==> config.mk <==
export PLATFORM = sky130hd
export DESIGN_NAME = oam_dma
export DESIGN_NICKNAME = d
export VERILOG_FILES = /design/src/rtl/oam_dma.sv
export SDC_FILE = /design/constraint.sdc
export NUM_CORES = 1
export LEC_CHECK = 0
export ABC_AREA = 1
export BUFFER_PORTS_ARGS = -buffer_cell sky130_fd_sc_hd__buf_2
export CORE_ASPECT_RATIO = 0.6
export CORE_MARGIN = 4
export CORE_UTILIZATION = 45
export CTS_CLUSTER_SIZE = 24
export DETAILED_ROUTE_END_ITERATION = 8
export GPL_ROUTABILITY_DRIVEN = 0
export PLACE_DENSITY = 0.81
export SYNTH_ARGS = -nofsm -noshare
export SYNTH_HDL_FRONTEND = slang
export SYNTH_SLANG_ARGS = --single-unit
==> constraint.sdc <==
create_clock -name iClock -period 3 [get_ports iClock]
set_input_delay 0.15 -clock iClock [delete_from_list [all_inputs] [get_ports iClock]]
set_output_delay 0.15 -clock iClock [all_outputs]
set_load 0.01 [all_outputs]
==> src/rtl/oam_dma.sv <==
// rtl/oam_dma.sv - OAM DMA engine copying one source page into OAM through the MMU read path
module oam_dma #(
  parameter int READ_LATENCY = 1,
  parameter int XFER_LEN     = 160
) (
  input  logic        iClock,
  input  logic        iReset,
  input  logic        iDmaWe,
  input  logic [7:0]  iDmaData,
  output logic        oDmaReadRequest,
  output logic [15:0] oDmaAddr,
  input  logic [7:0]  iDmaReadData,
  output logic        oOamWe,
  output logic [7:0]  oOamAddr,
  output logic [7:0]  oOamData,
  output logic        oDmaBusy,
  output logic [7:0]  oGPU_DMA
);

  typedef enum logic [1:0] {
    S_IDLE,
    S_READ,
    S_WAIT,
    S_WRITE
  } state_e;

  // idx never exceeds LAST_IDX, so 8 bits cover a full 256-byte page
  localparam logic [7:0] LAST_IDX = 8'(XFER_LEN - 1);
  localparam logic [2:0] LAT      = 3'(READ_LATENCY);

  state_e     state_q, state_d;
  logic [7:0] idx_q, idx_d;
  logic [7:0] src_q, src_d;
  logic [7:0] gpu_dma_q, gpu_dma_d;
  logic [7:0] data_q, data_d;
  logic [2:0] wait_q, wait_d;

  // State and datapath registers with synchronous reset
  always_ff @(posedge iClock) begin
    if (iReset) begin
      state_q   <= S_IDLE;
      idx_q     <= 8'h00;
      src_q     <= 8'h00;
      gpu_dma_q <= 8'h00;
      data_q    <= 8'h00;
      wait_q    <= 3'd0;
    end else begin
      state_q   <= state_d;
      idx_q     <= idx_d;
      src_q     <= src_d;
      gpu_dma_q <= gpu_dma_d;
      data_q    <= data_d;
      wait_q    <= wait_d;
    end
  end

  // Next-state logic: read, wait out the read latency, write; a CPU write restarts from byte 0
  always_comb begin
    state_d   = state_q;
    idx_d     = idx_q;
    src_d     = src_q;
    gpu_dma_d = gpu_dma_q;
    data_d    = data_q;
    wait_d    = wait_q;

    unique case (state_q)
      S_IDLE: begin
        state_d = S_IDLE;
      end
      S_READ: begin
        state_d = S_WAIT;
        wait_d  = LAT;
      end
      S_WAIT: begin
        if (wait_q == 3'd1) begin
          data_d  = iDmaReadData;
          state_d = S_WRITE;
        end else begin
          wait_d = wait_q - 3'd1;
        end
      end
      S_WRITE: begin
        if (idx_q == LAST_IDX) begin
          state_d = S_IDLE;
        end else begin
          idx_d   = idx_q + 8'd1;
          state_d = S_READ;
        end
      end
      default: state_d = S_IDLE;
    endcase

    // The OAM write of a WRITE cycle is already on the outputs, so it still lands;
    // a byte in flight in READ/WAIT is simply dropped.
    if (iDmaWe) begin
      src_d     = iDmaData;
      gpu_dma_d = iDmaData;
      idx_d     = 8'h00;
      state_d   = S_READ;
    end
  end

  // Outputs decode purely from registered state
  assign oDmaReadRequest = (state_q == S_READ);
  assign oDmaAddr        = (state_q == S_READ || state_q == S_WAIT) ? {src_q, idx_q} : 16'h0000;
  assign oOamWe          = (state_q == S_WRITE);
  assign oOamAddr        = (state_q == S_WRITE) ? idx_q : 8'h00;
  assign oOamData        = (state_q == S_WRITE) ? data_q : 8'h00;
  assign oDmaBusy        = (state_q != S_IDLE);
  assign oGPU_DMA        = gpu_dma_q;

endmodule

==> results.toml <==
[worst_setup_path]
r2r_setup_slack_ns = 1.36
critical_path_arrival_ns = 1.75
cp-start-kind = "flip-flop"
crit_fanout = 17
regToRegStartpoint = "state_q[0]$_SDFFE_PP0P_"
path_class = "reg2out"
rr_endpoint = "data_q[4]$_SDFFE_PP0P_"
worstSetupEndpoint = "oDmaAddr[1]"
critPathLaunch = "state_q[0]$_SDFFE_PP0P_"
end_kind = "output port"
r2r_cells = 5
worstPathRequired_ns = 2.85

[cells_and_area]
area_growth_pct = 27.77
nets = 328
num_antenna_cells = 0
finish.instance_area_um2 = 1992
drive_above_1_share = 0.2574

[synth]
yosys-top-cells-area = "dfxtp_1 37%, nand2_1 14%, inv_1 13%"
yosysTopAreaCell = "dfxtp_1"
synth_top_area_frac = 0.3724
ys_seq_area_frac = 0.3724
synth.distinct_cells = 22
netlist_area_um2 = 1559
syn_area_per_cell_um2 = 6.469
ys_ff_latch = 29
synth_cells = 241
ys_warn_count = 0
synth_nets = 267

[min_path]
min_from = "iDmaData[3]"
hold_path_class = "in2reg"

[clock_network]
cts_tree = "built"
cts_max_level = 2
cts_max_path_buffers = 2
cts_root_buf = "clkbuf_8"
clk_pin_slew_ns = 0.06
cts_resized = 0
cts.sinks = 29
post-cts-setup-buffer-count = 0
cts_buffers = 5
cts_hold_buf = 0
worstSkewPairLatency_ns = 0.27

[timing]
fin_crit_ns = 1.896
worstMarginPinSlew_ns = 0.7578
tns_ns = 0
rsz0062_at_grt = "no"
slew_headroom = 0.4948
skew_ns = 0.002951
max_freq_mhz = 527.4
fin_crit_sh = 0.6320
maxSlewViolCount = 0
finalHoldViolations = 0
setup_viol = 0

[floorplanning]
initial_core_util = 0.4748
ioPinCount = 62
die_h_um = 53.59
dieArea_um2 = 4501
rows = 16
die_w_um = 83.99
core-area_um2 = 3283

[global_routing]
grt_use_total = 0.1651
antenna_found_initial = 0
grt-ovfl-total = 0
first_global_vias = 1280
grt_max_degree = 22
grt_pass1_wl_mm = 5.878

[place]
hpwlAfterDp_mm = 2.820
io_buffers = 61
placed_area_um2 = 1891

[route]
vias_per_cell = 4.509
antenna_left = 0
drt-pass1-iter-count = 6
drtIter0Drc = 54
dr_total_vias = 1569
drcViolationCount = 0
wl_per_cell_um = 10.56
wl_mm = 3.676

[job]
cap_viol_max_count = 0

[power]
p_leak_nw = 1.237
peakVddDrop_uv = 299.4
p_per_area_nw_per_um2 = 426.6

[status]
status = "finished, final reports clean"
==> Yosys cell counts, drive strengths merged <==
master,n
nand4,1
a21oi,17
a31oi,1
a211oi,1
nand2,63
o21ai,20
clkbuf,4
dfxtp,29
inv,57
buf,3
ha,7
nor3,1
xor2,3
nand3,4
or2,2
nor2,27
nand3b,1
==> power by group <==
group	switching, mW	total, mW	internal, mW
registers	0.00934	0.408	0.399
logic	0.0600	0.0976	0.0376
clock network	0.137	0.344	0.207
==> worst max-delay path: stages, from the launching register on <==
cell     delay (ns)
dfxtp_1        0.39
inv_1          0.11
ha_1           0.66
nand2_1        0.13
inv_1          0.07
buf_2          0.12
==> logic make-up after synthesis <==
| family | after synthesis | share of synthesized area |
|---|---|---|
| DFF | 29 | 0.3724 |
| AOI/OAI and AO/OA | 39 | 0.1276 |
| adders and majority gates | 7 | 0.05618 |
| xor gates and xnor gates | 3 | 0.01686 |
| buffers and inverters | 64 | 0.1581 |
| and+or+nand+nor | 99 | 0.2689 |
==> cells in the final DEF, fill, tap and decap left out <==
| cell type | n |
|---|---|
| clkbuf_8 | 7 |
| dfxtp_1 | 29 |
| nor2_1 | 25 |
| a31oi_1 | 1 |
| nand2_1 | 59 |
| buf_2 | 61 |
| nand4_1 | 1 |
| nor2_4 | 1 |
| a21oi_1 | 17 |
| nand2_4 | 2 |
| ha_1 | 7 |
| or2_2 | 2 |
| inv_1 | 56 |
| inv_4 | 1 |
| nor3_1 | 1 |
| xor2_1 | 3 |
| a211oi_1 | 1 |
| nand2_2 | 2 |
| clkinv_2 | 1 |
| nand3_1 | 4 |
| o21ai_0 | 20 |
| nand3b_1 | 1 |
| nor2_2 | 1 |
==> worst min-delay path by stage <==
stage	to	slack [ns]	cells past startpoint
2_1_floorplan	state_q[0]$_SDFFE_PP0P_	0.22	1
3_3_place_gp	oGPU_DMA[3]$_SDFFE_PP0P_	0.37	3
3_5_place_dp	oGPU_DMA[7]$_SDFFE_PP0P_	0.38	3
4_1_cts	oGPU_DMA[7]$_SDFFE_PP0P_	0.09	3
5_1_grt	oGPU_DMA[4]$_SDFFE_PP0P_	0.10	3
6_report	oGPU_DMA[3]$_SDFFE_PP0P_	0.09	3
==> per-stage QoR <==
stage,utilization,power [mW],cells,setup WS [ns],hold slack [ns]
floorplan,-,0.4739,241,1.496,0.2191
global placement,0.5758,0.5124,340,1.442,0.3734
detailed placement,0.5758,0.5137,340,1.394,0.3784
CTS,0.6067,0.8591,348,1.098,0.09084
global route,0.6067,0.8969,348,0.9390,0.1015
finish,0.6067,0.8498,348,1.104,0.09421
==> layout make-up <==
cell class	instances	area, µm²
multi-input cells	148	732.0
flip-flops and latches	29	580.6
clock inverters	1	5.005
fillers	331	1291
inverters	57	216.5
repair buffers	61	305.3
clock buffers	7	96.34
well taps	45	56.30
==> metal layers <==
| layer | vias up | global-route usage | share of wire |
|---|---|---|---|
| met2 | 48 | 0.2282 | 0.40 |
| met1 | 676 | 0.2412 | 0.51 |
| met4 | 0 | 0.03209 | 0.0073 |
| met5 | - | 0 | 0 |
| met3 | 5 | 0.06422 | 0.075 |
| li1 | 840 | - | - |
==> registers in the layout, indices dropped and copies added, names as in the netlist <==
| name | cells |
|---|---|
| wait_q | 3 |
| state_q | 2 |
| data_q | 8 |
| oGPU_DMA | 8 |
| idx_q | 8 |
(Power assumes the default switching activity.)
